**src/rtl/npu_out_collector.sv**
```systemverilog
// npu_out_collector: captures per-lane results from the arithmetic stage into a
// small FIFO, then serializes each entry lane by lane, lowest enabled lane first.
// Each transferred byte is tagged with a (column, row) write-back address that
// advances on every handshake and wraps over the feature-map dimensions.
module npu_out_collector #(
  parameter int WIDTH    = 80,
  parameter int HEIGHT   = 8,
  parameter int WIDTH_B  = 7,
  parameter int HEIGHT_B = 3,
  parameter int DEPTH    = 4
) (
  input  logic                clk,
  input  logic                reset,
  input  logic [63:0]         out,
  input  logic [7:0]          out_en,
  input  logic                frame_start,
  output logic [7:0]          m_data,
  output logic [WIDTH_B-1:0]  m_w,
  output logic [HEIGHT_B-1:0] m_h,
  output logic                m_valid,
  input  logic                m_ready,
  output logic                full,
  output logic                overflow,
  output logic                busy
);

  // DEPTH is a power of two (>= 2), so pointers wrap naturally at PTR_W bits.
  localparam int PTR_W = (DEPTH > 1) ? $clog2(DEPTH) : 1;
  localparam int CNT_W = $clog2(DEPTH + 1);

  localparam logic [CNT_W-1:0]    DEPTH_C = CNT_W'(DEPTH);
  localparam logic [WIDTH_B-1:0]  W_LAST  = WIDTH_B'(WIDTH - 1);
  localparam logic [HEIGHT_B-1:0] H_LAST  = HEIGHT_B'(HEIGHT - 1);

  typedef enum logic {
    IDLE = 1'b0,
    SEND = 1'b1
  } state_e;

  state_e              state_q, state_d;

  logic [71:0]         mem_q [DEPTH];
  logic [PTR_W-1:0]    wr_ptr_q, rd_ptr_q;
  logic [CNT_W-1:0]    cnt_q, cnt_d;

  logic [63:0]         hold_data_q;
  logic [7:0]          hold_mask_q;

  logic [WIDTH_B-1:0]  w_q;
  logic [HEIGHT_B-1:0] h_q;
  logic                ovf_q;

  logic                push, pop, push_ok, drop;
  logic                fifo_empty, fifo_full;
  logic [2:0]          sel;
  logic [7:0]          mask_rest;
  logic                fire, last;

  assign push       = |out_en;
  assign fifo_empty = (cnt_q == '0);
  assign fifo_full  = (cnt_q == DEPTH_C);
  // A push into a full FIFO is still accepted when the head leaves on the same edge.
  assign push_ok    = push && (!fifo_full || pop);
  assign drop       = push && fifo_full && !pop;

  // Pick the lowest-indexed lane still pending in the hold register.
  always_comb begin
    sel = '0;
    for (int i = 7; i >= 0; i--) begin
      if (hold_mask_q[i]) sel = 3'(i);
    end
  end

  assign mask_rest = hold_mask_q & ~(8'b1 << sel);
  assign fire      = (state_q == SEND) && m_ready;
  assign last      = (mask_rest == '0);

  // FSM state register.
  always_ff @(posedge clk or negedge reset) begin
    if (!reset) state_q <= IDLE;
    else        state_q <= state_d;
  end

  // FSM next state and FIFO pop decision; a last-byte handshake reloads hold without a bubble.
  always_comb begin
    state_d = state_q;
    pop     = 1'b0;
    unique case (state_q)
      IDLE: begin
        if (!fifo_empty) begin
          pop     = 1'b1;
          state_d = SEND;
        end
      end
      SEND: begin
        if (fire && last) begin
          if (!fifo_empty) pop     = 1'b1;
          else             state_d = IDLE;
        end
      end
    endcase
  end

  // FSM outputs and status flags; m_data is forced to zero outside SEND.
  always_comb begin
    m_valid  = (state_q == SEND);
    m_data   = (state_q == SEND) ? hold_data_q[8*sel +: 8] : 8'h00;
    m_w      = w_q;
    m_h      = h_q;
    overflow = ovf_q;
    full     = fifo_full;
    busy     = !fifo_empty || (state_q == SEND);
  end

  // FIFO occupancy next-state.
  always_comb begin
    cnt_d = cnt_q;
    if (push_ok && !pop)      cnt_d = cnt_q + 1'b1;
    else if (!push_ok && pop) cnt_d = cnt_q - 1'b1;
  end

  // FIFO pointers and occupancy; reset empties the FIFO without touching storage.
  always_ff @(posedge clk or negedge reset) begin
    if (!reset) begin
      wr_ptr_q <= '0;
      rd_ptr_q <= '0;
      cnt_q    <= '0;
    end else begin
      if (push_ok) wr_ptr_q <= wr_ptr_q + 1'b1;
      if (pop)     rd_ptr_q <= rd_ptr_q + 1'b1;
      cnt_q <= cnt_d;
    end
  end

  // FIFO storage write, {data, mask} per entry.
  always_ff @(posedge clk) begin
    if (push_ok) mem_q[wr_ptr_q] <= {out, out_en};
  end

  // Hold register: load on pop, otherwise retire the lane just transferred.
  always_ff @(posedge clk or negedge reset) begin
    if (!reset) begin
      hold_data_q <= '0;
      hold_mask_q <= '0;
    end else if (pop) begin
      {hold_data_q, hold_mask_q} <= mem_q[rd_ptr_q];
    end else if (fire) begin
      hold_mask_q <= mask_rest;
    end
  end

  // Write-back address counters; frame_start overrides a same-cycle increment.
  always_ff @(posedge clk or negedge reset) begin
    if (!reset) begin
      w_q <= '0;
      h_q <= '0;
    end else if (frame_start) begin
      w_q <= '0;
      h_q <= '0;
    end else if (fire) begin
      if (w_q == W_LAST) begin
        w_q <= '0;
        h_q <= (h_q == H_LAST) ? '0 : h_q + 1'b1;
      end else begin
        w_q <= w_q + 1'b1;
      end
    end
  end

  // Sticky overflow flag; a drop in the same cycle as frame_start keeps it set.
  always_ff @(posedge clk or negedge reset) begin
    if (!reset)           ovf_q <= 1'b0;
    else if (drop)        ovf_q <= 1'b1;
    else if (frame_start) ovf_q <= 1'b0;
  end

endmodule

```
**config.mk**
```make
export PLATFORM = sky130hd
export DESIGN_NAME = npu_out_collector
export DESIGN_NICKNAME = d
export VERILOG_FILES = /design/src/rtl/npu_out_collector.sv
export SDC_FILE = /design/constraint.sdc
export NUM_CORES = 1
export LEC_CHECK = 0
export CORE_ASPECT_RATIO = 1.75
export CORE_MARGIN = 3
export CORE_UTILIZATION = 59
export DETAILED_ROUTE_END_ITERATION = 10
export PLACE_DENSITY = 0.87
export SLEW_MARGIN = 10
export SYNTH_ARGS = -nofsm -noshare
export SYNTH_HDL_FRONTEND = slang
export SYNTH_SLANG_ARGS = --single-unit
```
**constraint.sdc**
```tcl
create_clock -name clk -period 4.5 [get_ports clk]
set_input_delay 0.675 -clock clk [delete_from_list [all_inputs] [get_ports clk]]
set_output_delay 0.675 -clock clk [all_outputs]
set_load 0.005 [all_outputs]
```
==> results of run 1 <==
-- layer usage --
layer	routed length (µm)	vias up	GRT usage [%]
li1	-	3453	-
met1	11900	4007	29.6
met2	16300	248	39.0
met3	1360	55	2.47
met4	850	2	7.27
met5	7	-	0
-- kinds of logic after synthesis --
logic type | count (synthesis) | share of synthesized area, %
AOI/OAI and AO/OA | 99 | 5.04
muxes | 154 | 16.7
xor gates and xnor gates | 7 | 0.404
and+or+nand+nor | 86 | 2.93
DFF | 379 | 72.0
buffers and inverters | 71 | 2.17
adders and majority gates | 9 | 0.791
-- metrics by stage --
| stage | worst slack, ns | power, mW | utilization, % | hold WS [ns] | cells |
|---|---|---|---|---|---|
| final | 0.268 | 13.7 | 69.0 | 0.166 | 1249 |
| after global routing | 0.0278 | 14.4 | 69.0 | 0.214 | 1249 |
| after CTS | 0.146 | 13.9 | 69.0 | 0.188 | 1249 |
| after detailed placement | 0.750 | 11.1 | 65.0 | 0.481 | 1192 |
| after global placement | 0.840 | 10.9 | 65.0 | 0.473 | 1192 |
| after floorplan | 0.806 | 9.45 | - | 0.379 | 805 |
-- final timing paths --
check / from / endpoint / slack [ns] / cells past startpoint
min in group clk: cnt_q[2] / cnt_q[2] / 0.49 / 1
worst min register to register: cnt_q[2] / cnt_q[2] / 0.49 / 1
worst max-delay path: hold_mask_q[6] / m_data[5] / 0.27 / 6
worst max register to register: hold_mask_q[0] / cnt_q[2] / 1.44 / 10
worst min-delay path: reset / m_w[6] / 0.17 / 1
max in group asynchronous: reset / hold_data_q[20] / 3.36 / 2
-- critical path: cells and delay by family (launching register included) --
| kind | cells | cell delay (ns) |
|---|---|---|
| flops | 1 | 0.42 |
| simple gates | 1 | 0.40 |
| buf+inv | 1 | 0.46 |
| compound gates | 4 | 1.72 |
-- registers in the layout, summed over array words and instances, names as in the netlist --
register	count
mem_q	288
hold_data_q	64
hold_mask_q	8
m_w	7
cnt_q	3
m_h	3
rd_ptr_q	2
wr_ptr_q	2
m_valid	1
overflow	1
-- final cells by class --
type	instances	area [µm²]	area share, %
Clock buffer	41	843	4.82
Clock inverter	16	160	0.916
Inverter	31	116	0.666
Multi-Input combinational cell	355	3950	22.6
Sequential cell	379	10900	62.5
Tap cell	316	395	2.26
Timing Repair Buffer	111	1090	6.21
-- placed cells by master (no fill, tap or decap), drive strengths merged, types with 2 or more instances in the layout --
cell type,netlist,layout
o31a,2,2
xor2,3,3
o22ai,9,9
buf,19,15
o221ai,2,2
mux2i,7,7
nand2b,4,4
dfrtp,91,91
clkinv,0,11
a21oi,6,6
and3,4,4
nor3b,9,9
and2,6,6
a21o,2,2
a2111oi,30,30
o21ai,26,26
ha,8,8
inv,31,32
o31ai,2,2
bufinv,0,3
nor2b,2,2
nor2,22,22
nand2,21,21
a31oi,4,4
xnor2,4,4
nor4,3,3
mux4,72,72
a221o,7,7
nand3,5,5
edfxtp,288,288
mux2,75,75
a211oi,2,2
nor3,5,5
clkbuf,21,41
clkdlybuf4s50,0,96
-- report_power, final --
group / switching, mW / total, mW / internal [mW]
registers: 0.723 / 6.11 / 5.38
logic: 2.59 / 4.98 / 2.38
clock network: 1.17 / 2.67 / 1.49
total: 4.49 / 13.7 / 9.26
==> flow_metrics.py, run 1 <==
metrics = {
    "logic_synthesis": {
        "syn_area_mm2": 0.0152,
        "ys_async_sr_fraction_pct": 24.0,
        "synth_cell_types": 54,
        "synth_edf_count": 288,
        "synthTopCellsByArea": "edfxtp_1, dfrtp_1, mux4_2",
        "synth_most_common_cell": "edfxtp_1",
        "synth_top_cell_area_share_pct": 57.0,
        "syn_nets": 890,
        "ys_warn_count": 0,
        "yosysTopAreaCell": "edfxtp_1",
        "netlist_top_cells_count": "edfxtp_1, dfrtp_1, mux2_2, mux4_2, inv_1",
        "syn_area_per_cell_um2": 18.9,
        "postSynthCellCount": 805,
        "synth_seq_area_share_pct": 72.0,
        "ys_ff_latch": 379,
        "synthFlopType": "edfxtp_1",
    },
    "finish": {
        "syn2layout_area_growth_pct": 15.1,
        "fill_cells": 1540,
        "diodes": 0,
        "drive_gt1_share_pct": 24.7,
        "nets": 994,
        "fin_area_mm2": 0.0175,
    },
    "clock_tree": {
        "cts_hold_buf": 0,
        "clk_latency_ns": 0.57,
        "cts.reportedPaths.clkPinSlew_ns": 0.07,
        "cts_setup_buffers": 0,
        "cts_root_buf": "clkbuf_16",
        "ctsResizeCount": 0,
        "cts_buffers": 31,
        "cts-htree-levels": 1,
        "numClockSinks": 379,
        "max-clock-path-buffers": 3,
        "cts_tree": "built",
    },
    "die": {
        "ios": 98,
        "rows": 77,
        "start_util_pct": 59.9,
        "dieHeight_um": 218,
        "die_w_um": 127,
        "design.die.area_mm2": 0.0278,
        "core_mm2": 0.0253,
    },
    "detailed_routing": {
        "num_vias": 7765,
        "finalWirelength_um": 30400,
        "drc": 0,
        "ant_nets": 0,
        "drtIter0Drc": 644,
        "avgViaCountPerCell": 6.22,
        "dr.pass1.iters": 5,
        "drt-wirelength-per-cell_um": 24.3,
    },
    "global_route": {
        "grt_usage_pct": 22.3,
        "grt-ovfl-total": 0,
        "grt_pass1_vias": 8161,
        "antenna_found_initial": 1,
        "grt_max_degree": 75,
        "grt_pass1_wl_um": 47200,
    },
    "hold_path": {
        "hp-class": "in2async",
    },
    "critical_path": {
        "required_ns": 3.83,
        "critPathMaxFanout": 17,
        "path_cells": "nand2b_1 -> a211o_2 -> a2111oi_0 -> o22ai_1 -> a221o_1 -> clkdlybuf4s50_1",
        "critPathMaxStageDelay_ns": 0.60,
        "endpoint_kind": "output pin",
        "arrival_ns": 3.56,
        "critPathKind": "reg2out",
        "slowest_stage": "a2111oi_0",
        "startpoint_type": "register",
    },
    "timing": {
        "finalCritPeriodShare_pct": 94.0,
        "tns_ns": 0,
        "rsz0062_at_grt": "false",
        "setup_viol": 0,
        "clock.fmax_mhz": 236,
        "fin_skew_ns": 0.0170,
        "fin_crit_ns": 4.23,
        "finalHoldViolations": 0,
        "tightest_slew_ns": 1.00,
        "finalMaxSlewViolations": 0,
        "maxSlewHeadroom_pct": 33.1,
    },
    "job": {
        "maxCapViolations": 0,
    },
    "placement": {
        "portBuffers": 97,
        "dpl-instance-area_mm2": 0.0165,
        "place_congestion": 0.929,
        "dp_hpwl_um": 19400,
    },
    "pwr": {
        "ir_worst_vdd_v": 0.000535,
        "p_per_area_mw_per_mm2": 787,
        "leakage_nw": 6.11,
    },
    "status": {
        "status": "completed",
    },
}
Power figures use the tool's default switching activity.
==> run 2: changes to the inputs <==
Settings changed: CTS_CLUSTER_SIZE set to 40, GPL_TIMING_DRIVEN set to 0, MAX_ROUTING_LAYER set to met4.
==> run 2 against run 1 <==
  * Worst hold slack worse by 0.0042 ns
  * Highest routed layer is now met4
  * Clock skew is 0.0038 ns higher
  * Routed wire length is 3.7% higher
  * Worst setup slack worse by 0.12 ns
  * Non-clock buffer count is 31 higher
  * Cell area is 2.4% higher
  * Die area stayed put
  * Fmax is 2.6% lower
  * Sequential share of layout area is 1.5 points lower
==> flow_metrics.py, run 2 (synthesis gave the netlist of run 1 again) <==
metrics = {
    "placement": {
        "dp_hpwl_um": 20500,
        "place_congestion": 0.894,
        "portBuffers": 97,
        "placed_cells": 1223,
    },
    "die": {
        "die_w_um": 127,
        "design.die.area_mm2": 0.0278,
        "core_mm2": 0.0253,
        "dieHeight_um": 218,
        "ios": 98,
        "start_util_pct": 59.9,
        "rows": 77,
    },
    "clock_tree": {
        "cts_tree": "built",
        "cts-htree-levels": 2,
        "ctsResizeCount": 0,
        "cts_setup_buffers": 0,
        "numClockSinks": 379,
        "cts_hold_buf": 0,
        "cts_root_buf": "clkbuf_16",
        "cts_buffers": 34,
        "cts.reportedPaths.clkPinSlew_ns": 0.07,
        "max-clock-path-buffers": 3,
        "clk_latency_ns": 0.52,
    },
    "timing": {
        "rsz0062_at_grt": "false",
        "fin_skew_ns": 0.0208,
        "finalHoldViolations": 0,
        "clock.fmax_mhz": 230,
        "finalCritPeriodShare_pct": 96.6,
        "maxSlewHeadroom_pct": 24.8,
        "finalMaxSlewViolations": 0,
        "tightest_slew_ns": 1.10,
        "hold_ws_ns": 0.161,
        "fin_crit_ns": 4.35,
        "setup_viol": 0,
    },
    "finish": {
        "final_common_cell": "edfxtp_1",
        "fill_cells": 1535,
        "drive_gt1_share_pct": 24.3,
        "nets": 1028,
        "largest_register_ff_count": 288,
        "syn2layout_area_growth_pct": 17.9,
        "final_cells": 1285,
        "top_regs": "mem_q (288), hold_data_q (64), hold_mask_q (8)",
        "layout_common_cells": "edfxtp_1, clkdlybuf4s50_1, dfrtp_1",
        "diodes": 0,
        "regMostFlops": "mem_q",
    },
    "critical_path": {
        "timing.rr.start": "cnt_q[0]",
        "arrival_ns": 3.67,
        "startpoint_type": "register",
        "r2r-end": "cnt_q[2]",
        "required_ns": 3.83,
        "reg2reg_depth": 12,
        "slowest_stage": "a2111oi_0",
        "setup.worst_path.start": "hold_mask_q[6]",
        "endpoint_kind": "output pin",
        "path_cells": "nand2b_1 -> buf_6 -> a211o_1 -> a2111oi_0 -> o22ai_1 -> a221o_1 -> clkdlybuf4s50_1",
        "critPathMaxFanout": 8,
        "r2r_slack_ns": 1.11,
        "critPathKind": "reg2out",
        "critPathMaxStageDelay_ns": 1.00,
    },
    "global_route": {
        "grt_max_degree": 48,
        "grt_pass1_wl_um": 48600,
        "grt_pass1_vias": 8501,
        "grt_usage_pct": 23.9,
        "grt-ovfl-total": 0,
        "antenna_found_initial": 0,
    },
    "detailed_routing": {
        "dr.pass1.iters": 5,
        "drc": 0,
        "drt-wirelength-per-cell_um": 24.5,
        "num_vias": 8075,
        "drtIter0Drc": 644,
        "ant_nets": 0,
        "avgViaCountPerCell": 6.28,
        "finalWirelength_um": 31500,
    },
    "pwr": {
        "leakage_nw": 6.29,
        "p_per_area_mw_per_mm2": 809,
        "ir_worst_vdd_v": 0.000586,
    },
    "status": {
        "status": "completed",
    },
    "hold_path": {
        "hp-class": "in2async",
    },
    "job": {
        "maxCapViolations": 0,
    },
}
run 2: cell count changes in the layout (fill, tap and decap cells not counted), moves of 6 or more:
cell       delta
clkbuf_1     +20
buf_4        -12
buf_2        +11
clkinv_2      -9
buf_6         +6
clkbuf_16     +6
clkinv_1      +6
run 2: worst max-delay path by stage:
stage                         to  slack (ns)  depth (start not counted)
floorplan            mem_q[0][0]        0.81                          6
global placement    mem_q[3][48]       -0.91                          6
detailed placement     m_data[2]        0.79                          7
CTS                    m_data[0]        0.21                          7
global route           m_data[2]        0.01                          7
finish                 m_data[2]        0.15                          7
run 2: power by group:
group | switching, mW | internal, mW | leakage [nW] | total [mW]
logic | 2.91 | 2.56 | 1.92 | 5.47
registers | 0.545 | 5.38 | 3.78 | 5.92
clock network | 1.24 | 1.84 | 0.577 | 3.08
total | 4.70 | 9.78 | 6.29 | 14.5
run 2: cell type report:
type	count	area (µm²)	share of cell area (%)
sequential	379	10900	61.0
clock inverter	16	213	1.19
timing repair buffer	102	1110	6.18
clock buffer	46	990	5.53
buffer	40	213	1.19
multi-input combinational	355	3940	22.0
inverter	31	116	0.650
tap	316	395	2.21
run 2: stage by stage:
stage	worst slack, ns	area (µm²)	TNS [ns]	power, mW	utilization (%)
after global placement	-0.912	16500	-304.76	11.1	65.3
after detailed placement	0.785	16700	0	11.4	65.9
after floorplan	0.806	15200	0	9.45	-
after global routing	0.0142	17900	0	15.1	70.6
final	0.153	17900	0	14.5	70.6
after CTS	0.208	17900	0	14.6	70.6
run 2: critical path, delay by kind of cell (launching register included):
| kind | cells | cell delay (ns) |
|---|---|---|
| AOI/OAI and AO/OA | 4 | 1.93 |
| buffers and inverters | 2 | 0.61 |
| DFF | 1 | 0.43 |
| and+or+nand+nor | 1 | 0.18 |
run 2: per-layer routing:
metal	global-route usage, %	vias up	part of all wire (%)	wire length, µm
met5	-	-	0	0
met1	28.4	4196	36	11500
li1	-	3509	-	-
met3	3.30	70	4.7	1500
met2	41.7	300	55	17400
met4	8.73	0	3.7	1160
==> run 3: changes to the inputs <==
Settings changed: ABC_CLOCK_PERIOD_IN_PS set to 4500, SLEW_MARGIN 10 to unset.
==> results of run 3 <==
Same layout as run 2: the final DEF is identical, and so are final timing and power.
